[src/rtl/fifo_pkg.sv]
// Shared defaults and sizing helper for the fifo_ctrl block.
package fifo_pkg;

    localparam int DEF_DATA_W   = 8;
    localparam int DEF_DEPTH    = 8;
    localparam int DEF_AF_LEVEL = 6;
    localparam int DEF_AE_LEVEL = 2;

    function automatic int addr_w(input int depth);
        return $clog2(depth);
    endfunction

    localparam int ADDR_W = addr_w(DEF_DEPTH);

endpackage

[src/rtl/occ_counter.sv]
// Occupancy counter: +1 on inc alone, -1 on dec alone, hold otherwise.
module occ_counter #(
    parameter int CNT_W = 4
) (
    input  logic             clk,
    input  logic             rst,
    input  logic             inc,
    input  logic             dec,
    output logic [CNT_W-1:0] count
);

    localparam logic [CNT_W-1:0] ONE = CNT_W'(1);

    logic [CNT_W-1:0] r_count;

    always_ff @(posedge clk) begin
        if (rst) begin
            r_count <= '0;
        end else if (inc && !dec) begin
            r_count <= r_count + ONE;
        end else if (dec && !inc) begin
            r_count <= r_count - ONE;
        end
    end

    assign count = r_count;

endmodule

[src/rtl/fifo_ctrl.sv]
// Synchronous FIFO with registered read port, occupancy flags and sticky error flags.
module fifo_ctrl
    import fifo_pkg::*;
#(
    parameter int DATA_W   = DEF_DATA_W,
    parameter int DEPTH    = DEF_DEPTH,
    parameter int AF_LEVEL = DEF_AF_LEVEL,
    parameter int AE_LEVEL = DEF_AE_LEVEL
) (
    input  logic                      clk,
    input  logic                      rst,
    input  logic                      wr_en,
    input  logic [DATA_W-1:0]         wr_data,
    input  logic                      rd_en,
    output logic [DATA_W-1:0]         rd_data,
    output logic                      rd_valid,
    output logic                      full,
    output logic                      empty,
    output logic                      almost_full,
    output logic                      almost_empty,
    output logic [addr_w(DEPTH):0]    count,
    output logic                      overflow,
    output logic                      underflow
);

    localparam int PTR_W = addr_w(DEPTH);
    localparam int CNT_W = PTR_W + 1;

    localparam logic [CNT_W-1:0] FULL_C = CNT_W'(DEPTH);
    localparam logic [CNT_W-1:0] AF_C   = CNT_W'(AF_LEVEL);
    localparam logic [CNT_W-1:0] AE_C   = CNT_W'(AE_LEVEL);
    localparam logic [PTR_W-1:0] PTR_1  = PTR_W'(1);

    logic [DATA_W-1:0] r_mem [DEPTH];
    logic [PTR_W-1:0]  r_wr_ptr;
    logic [PTR_W-1:0]  r_rd_ptr;
    logic [DATA_W-1:0] r_rd_data;
    logic              r_rd_valid;
    logic              r_overflow;
    logic              r_underflow;
    logic [CNT_W-1:0]  w_count;
    logic              w_wr_acc;
    logic              w_rd_acc;

    // Flags come straight from the registered count; acceptance uses pre-edge flags only.
    assign full         = (w_count == FULL_C);
    assign empty        = (w_count == '0);
    assign almost_full  = (w_count >= AF_C);
    assign almost_empty = (w_count <= AE_C);

    assign w_wr_acc = wr_en && !full;
    assign w_rd_acc = rd_en && !empty;

    occ_counter #(
        .CNT_W (CNT_W)
    ) u_occ (
        .clk   (clk),
        .rst   (rst),
        .inc   (w_wr_acc),
        .dec   (w_rd_acc),
        .count (w_count)
    );

    // Storage is not reset; stale words are unreachable once the pointers clear.
    always_ff @(posedge clk) begin
        if (w_wr_acc && !rst) begin
            r_mem[r_wr_ptr] <= wr_data;
        end
    end

    always_ff @(posedge clk) begin
        if (rst) begin
            r_wr_ptr    <= '0;
            r_rd_ptr    <= '0;
            r_rd_data   <= '0;
            r_rd_valid  <= 1'b0;
            r_overflow  <= 1'b0;
            r_underflow <= 1'b0;
        end else begin
            r_rd_valid <= w_rd_acc;
            if (w_wr_acc) begin
                r_wr_ptr <= r_wr_ptr + PTR_1;
            end
            if (w_rd_acc) begin
                r_rd_data <= r_mem[r_rd_ptr];
                r_rd_ptr  <= r_rd_ptr + PTR_1;
            end
            if (wr_en && full) begin
                r_overflow <= 1'b1;
            end
            if (rd_en && empty) begin
                r_underflow <= 1'b1;
            end
        end
    end

    assign rd_data   = r_rd_data;
    assign rd_valid  = r_rd_valid;
    assign count     = w_count;
    assign overflow  = r_overflow;
    assign underflow = r_underflow;

endmodule

[config.mk]
export PLATFORM = sky130hd
export DESIGN_NAME = fifo_ctrl
export DESIGN_NICKNAME = d
export VERILOG_FILES = /design/src/rtl/fifo_pkg.sv /design/src/rtl/occ_counter.sv /design/src/rtl/fifo_ctrl.sv
export SDC_FILE = /design/constraint.sdc
export NUM_CORES = 1
export LEC_CHECK = 0
export CORE_UTILIZATION = 38
export DETAILED_ROUTE_END_ITERATION = 7
export GPL_TIMING_DRIVEN = 0
export PLACE_DENSITY_LB_ADDON = 0.08
export SYNTH_ARGS = -nofsm -noshare
export SYNTH_HDL_FRONTEND = slang
export SYNTH_SLANG_ARGS = --single-unit
[constraint.sdc]
create_clock -name clk -period 2.68 [get_ports clk]
set_input_delay 0.536 -clock clk [delete_from_list [all_inputs] [get_ports clk]]
set_output_delay 0.536 -clock clk [all_outputs]
set_load 0.02 [all_outputs]
==> flow_metrics.env <==
export IMPL_ir_worst_vdd_v=0.000388
export IMPL_p_comb_frac=0.374
export IMPL_cap_viol_max_count=0
export IMPL_die_w_um=97.1
export IMPL_relSlewSlack=0.416
export IMPL_hold_viol_final=0
export IMPL_p_seq_frac=0.413
export IMPL_ys_warn_count=0
export IMPL_rr_worst_depth=10
export IMPL_antenna_found_initial=0
export IMPL_pwr_share_clk=0.214
export IMPL_grt_start_max_net_pins=15
export IMPL_grt_usage=0.152
export IMPL_diodes=0
export IMPL_placed_area_um2=3920
export IMPL_htreeDepth=3
export IMPL_start_util=0.394
export IMPL_cp_startpoint="u_occ.count[0]$_SDFFE_PP0P_"
export IMPL_rsz0062_at_grt="no"
export IMPL_cts_root_buf="clkbuf_8"
export IMPL_stdcell_area_um2=4140
export IMPL_total_leakage_power_nw=1.38
export IMPL_ys_seq_elements=85
export IMPL_slew_viol_final=0
export IMPL_num_vias=1854
export IMPL_netlist_area_um2=3440
export IMPL_synthCells=203
export IMPL_power_density_nw_per_um2=988
export IMPL_nNetsFinal=267
export IMPL_top_layer="met4"
export IMPL_dp_hpwl_mm=4.51
export IMPL_wl_met1_mm=3.14
export IMPL_status="complete, no violations"
export IMPL_power_internal_mw=2.74
export IMPL_cts_buffer_depth=2
export IMPL_synth_area_leader_cell="edfxtp_1"
export IMPL_path_max_fanout=8
export IMPL_gp_congestion=0.729
export IMPL_wirelength_mm=6.78
export IMPL_drc_errors=0
export IMPL_drtPass1Iterations=4
export IMPL_syn_to_final_growth_pct=20.5
export IMPL_finClkSkew_ps=11.3
export IMPL_crit_required_ps=2910
export IMPL_cts_buffers=9
export IMPL_drt_vias_per_instance=5.12
export IMPL_syn_area_per_cell_um2=16.9
export IMPL_yosys_top_cells_area="edfxtp_1, dfxtp_1, mux4_2, nor2_1, o22ai_2"
export IMPL_ios=31
export IMPL_min_period_over_period=0.964
export IMPL_switching_share=0.330
export IMPL_drtIter0Drc=80
export IMPL_clk_pin_slew_ps=80
export IMPL_max_freq_mhz=387
export IMPL_rows=34
export IMPL_grt_pass1_wl_mm=10.4
export IMPL_clock_latency_ps=340
export IMPL_fin_crit_ps=2580
export IMPL_core_um2=8720
export IMPL_cts_sinks=85
export IMPL_r2r_start="u_occ.count[0]$_SDFFE_PP0P_"
export IMPL_cts_tree="built"
export IMPL_ys_async_sr_fraction=0
export IMPL_finalSetupViolCount=0
export IMPL_dp_cells=344
export IMPL_io_buffers=29
export IMPL_synthDistinctLibCells=36
export IMPL_switchingPower_mw=1.35
export IMPL_min_path_type="flip-flop to flip-flop"
export IMPL_cp_arrival_ps=2810
export IMPL_worstMarginPinSlew_ps=873
export IMPL_grt_overflow=0
export IMPL_cp_start_kind="flip-flop"
export IMPL_total_power_mw=4.09
export IMPL_ant_nets=0
export IMPL_ys_seq_area_frac=0.681
export IMPL_hp_start="underflow$_SDFFE_PP0P_"
export IMPL_drive_gt1_frac=0.291
export IMPL_yosysTopAreaCellShare=0.559
export IMPL_syn_nets=221
export IMPL_die_y_um=97.1
export IMPL_grt_pass1_vias=1811
export IMPL_crit_type="flip-flop to flip-flop"
export IMPL_cts_hold_buf=0
export IMPL_final_cells=362
export IMPL_synth_edf_count=64
export IMPL_hold_depth=2
export IMPL_routed_wl_met2_mm=3.39
export IMPL_route_detailed_wl_per_inst_um=18.7
export IMPL_synthFlopType="edfxtp_1"
export IMPL_die_area_um2=9430
export IMPL_wl_met3_um=216
export IMPL_critPathCaptureType="flip-flop"
-- power by group through the flow --
stage	Combinational, mW	Sequential, mW	Clock, mW
2_1_floorplan	0.946	1.78	0
3_3_place_gp	1.49	1.71	0
3_5_place_dp	1.52	1.71	0
4_1_cts	1.53	1.69	0.908
5_1_grt	1.66	1.71	0.952
6_report	1.53	1.69	0.874
-- path summary, 6_finish.rpt --
check | slack [ps] | end
max | 100 | u_occ.count[3]$_SDFFE_PP0P_
min | 480 | underflow$_SDFFE_PP0P_
max reg2reg | 100 | u_occ.count[3]$_SDFFE_PP0P_
min reg2reg | 480 | underflow$_SDFFE_PP0P_
-- stage by stage --
step / hold WS (ps) / setup WS [ps] / utilization / TNS (ps)
floorplan: 490 / 23.2 / - / 0
CTS: 493 / 22.3 / 0.472 / 0
global placement: 452 / -841 / 0.443 / -17040
finish: 477 / 96.9 / 0.475 / 0
global route: 522 / 0.740 / 0.475 / 0
detailed placement: 471 / -560 / 0.449 / -773
-- sequential cells by signal, summed over array words and instances, names as in the netlist --
name,flops
rd_data,8
r_mem,64
r_rd_ptr,3
r_wr_ptr,3
underflow,1
u_occ.count,4
overflow,1
rd_valid,1
-- worst max-delay path, stage by stage (launching register included) --
cell,delay (ps)
dfxtp_4,390
or4b_4,590
nand2_4,80
inv_2,50
ha_1,190
inv_2,90
ha_1,270
a21oi_2,170
a211oi_1,90
a31oi_1,190
mux2_2,350
-- routing by layer --
layer,up-vias,track usage
met1,949,0.204
met3,2,0.0460
met5,-,0
met4,0,0.0413
li1,873,-
met2,30,0.241
-- final cells by class --
class                   count  area (um2)
clock inverters             7        66.3
inverters                   4        15.0
fillers                   758        4580
well taps                 108         135
clock buffers               9         124
plain buffers               9        63.8
multi-input cells         104        1040
flip-flops and latches     85        2350
repair buffers             36         347
-- Yosys cell counts (all sizes together) (3+ instances only) --
master	instances
xnor2	3
buf	5
a21oi	5
clkbuf	5
nor2	27
nand2	8
mux4	16
nor3	11
xor2	3
inv	4
edfxtp	64
o22ai	8
ha	5
dfxtp	21
-- logic make-up (layout without fill, tap and decap cells) --
kind of cell             after synthesis  count (layout)  share of synthesized area
AO/OA/AOI/OAI                         18              18                     0.0510
AND/OR/NAND/NOR                       55              55                     0.0899
buffers and inverters                 14              65                     0.0244
multiplexers                          19              19                      0.114
flip-flops                            85              85                      0.681
XOR/XNOR                               6               6                     0.0153
adder cells (fa/ha/maj)                6               6                     0.0240
-- repair_timing --
item / in CTS / in global routing
setup buffers: 0 / 3
gates resized for setup: 6 / 1
endpoints found under the setup margin: 1 / 1
pin swaps: 0 / 2
-- cells in the final DEF (no fill, tap or decap), drive strengths merged, types with 2 or more instances in the layout --
master | synthesis | final
a211oi | 2 | 2
a21oi | 5 | 5
buf | 5 | 11
clkbuf | 5 | 14
clkdlybuf4s50 | 0 | 29
clkinv | 0 | 4
clkinvlp | 0 | 2
dfxtp | 21 | 21
edfxtp | 64 | 64
ha | 5 | 5
inv | 4 | 4
mux2i | 2 | 2
mux4 | 16 | 16
nand2 | 8 | 8
nand3 | 2 | 2
nor2 | 27 | 27
nor3 | 11 | 11
nor4 | 2 | 2
o22ai | 8 | 8
xnor2 | 3 | 3
xor2 | 3 | 3
(Power assumes the default switching activity.)
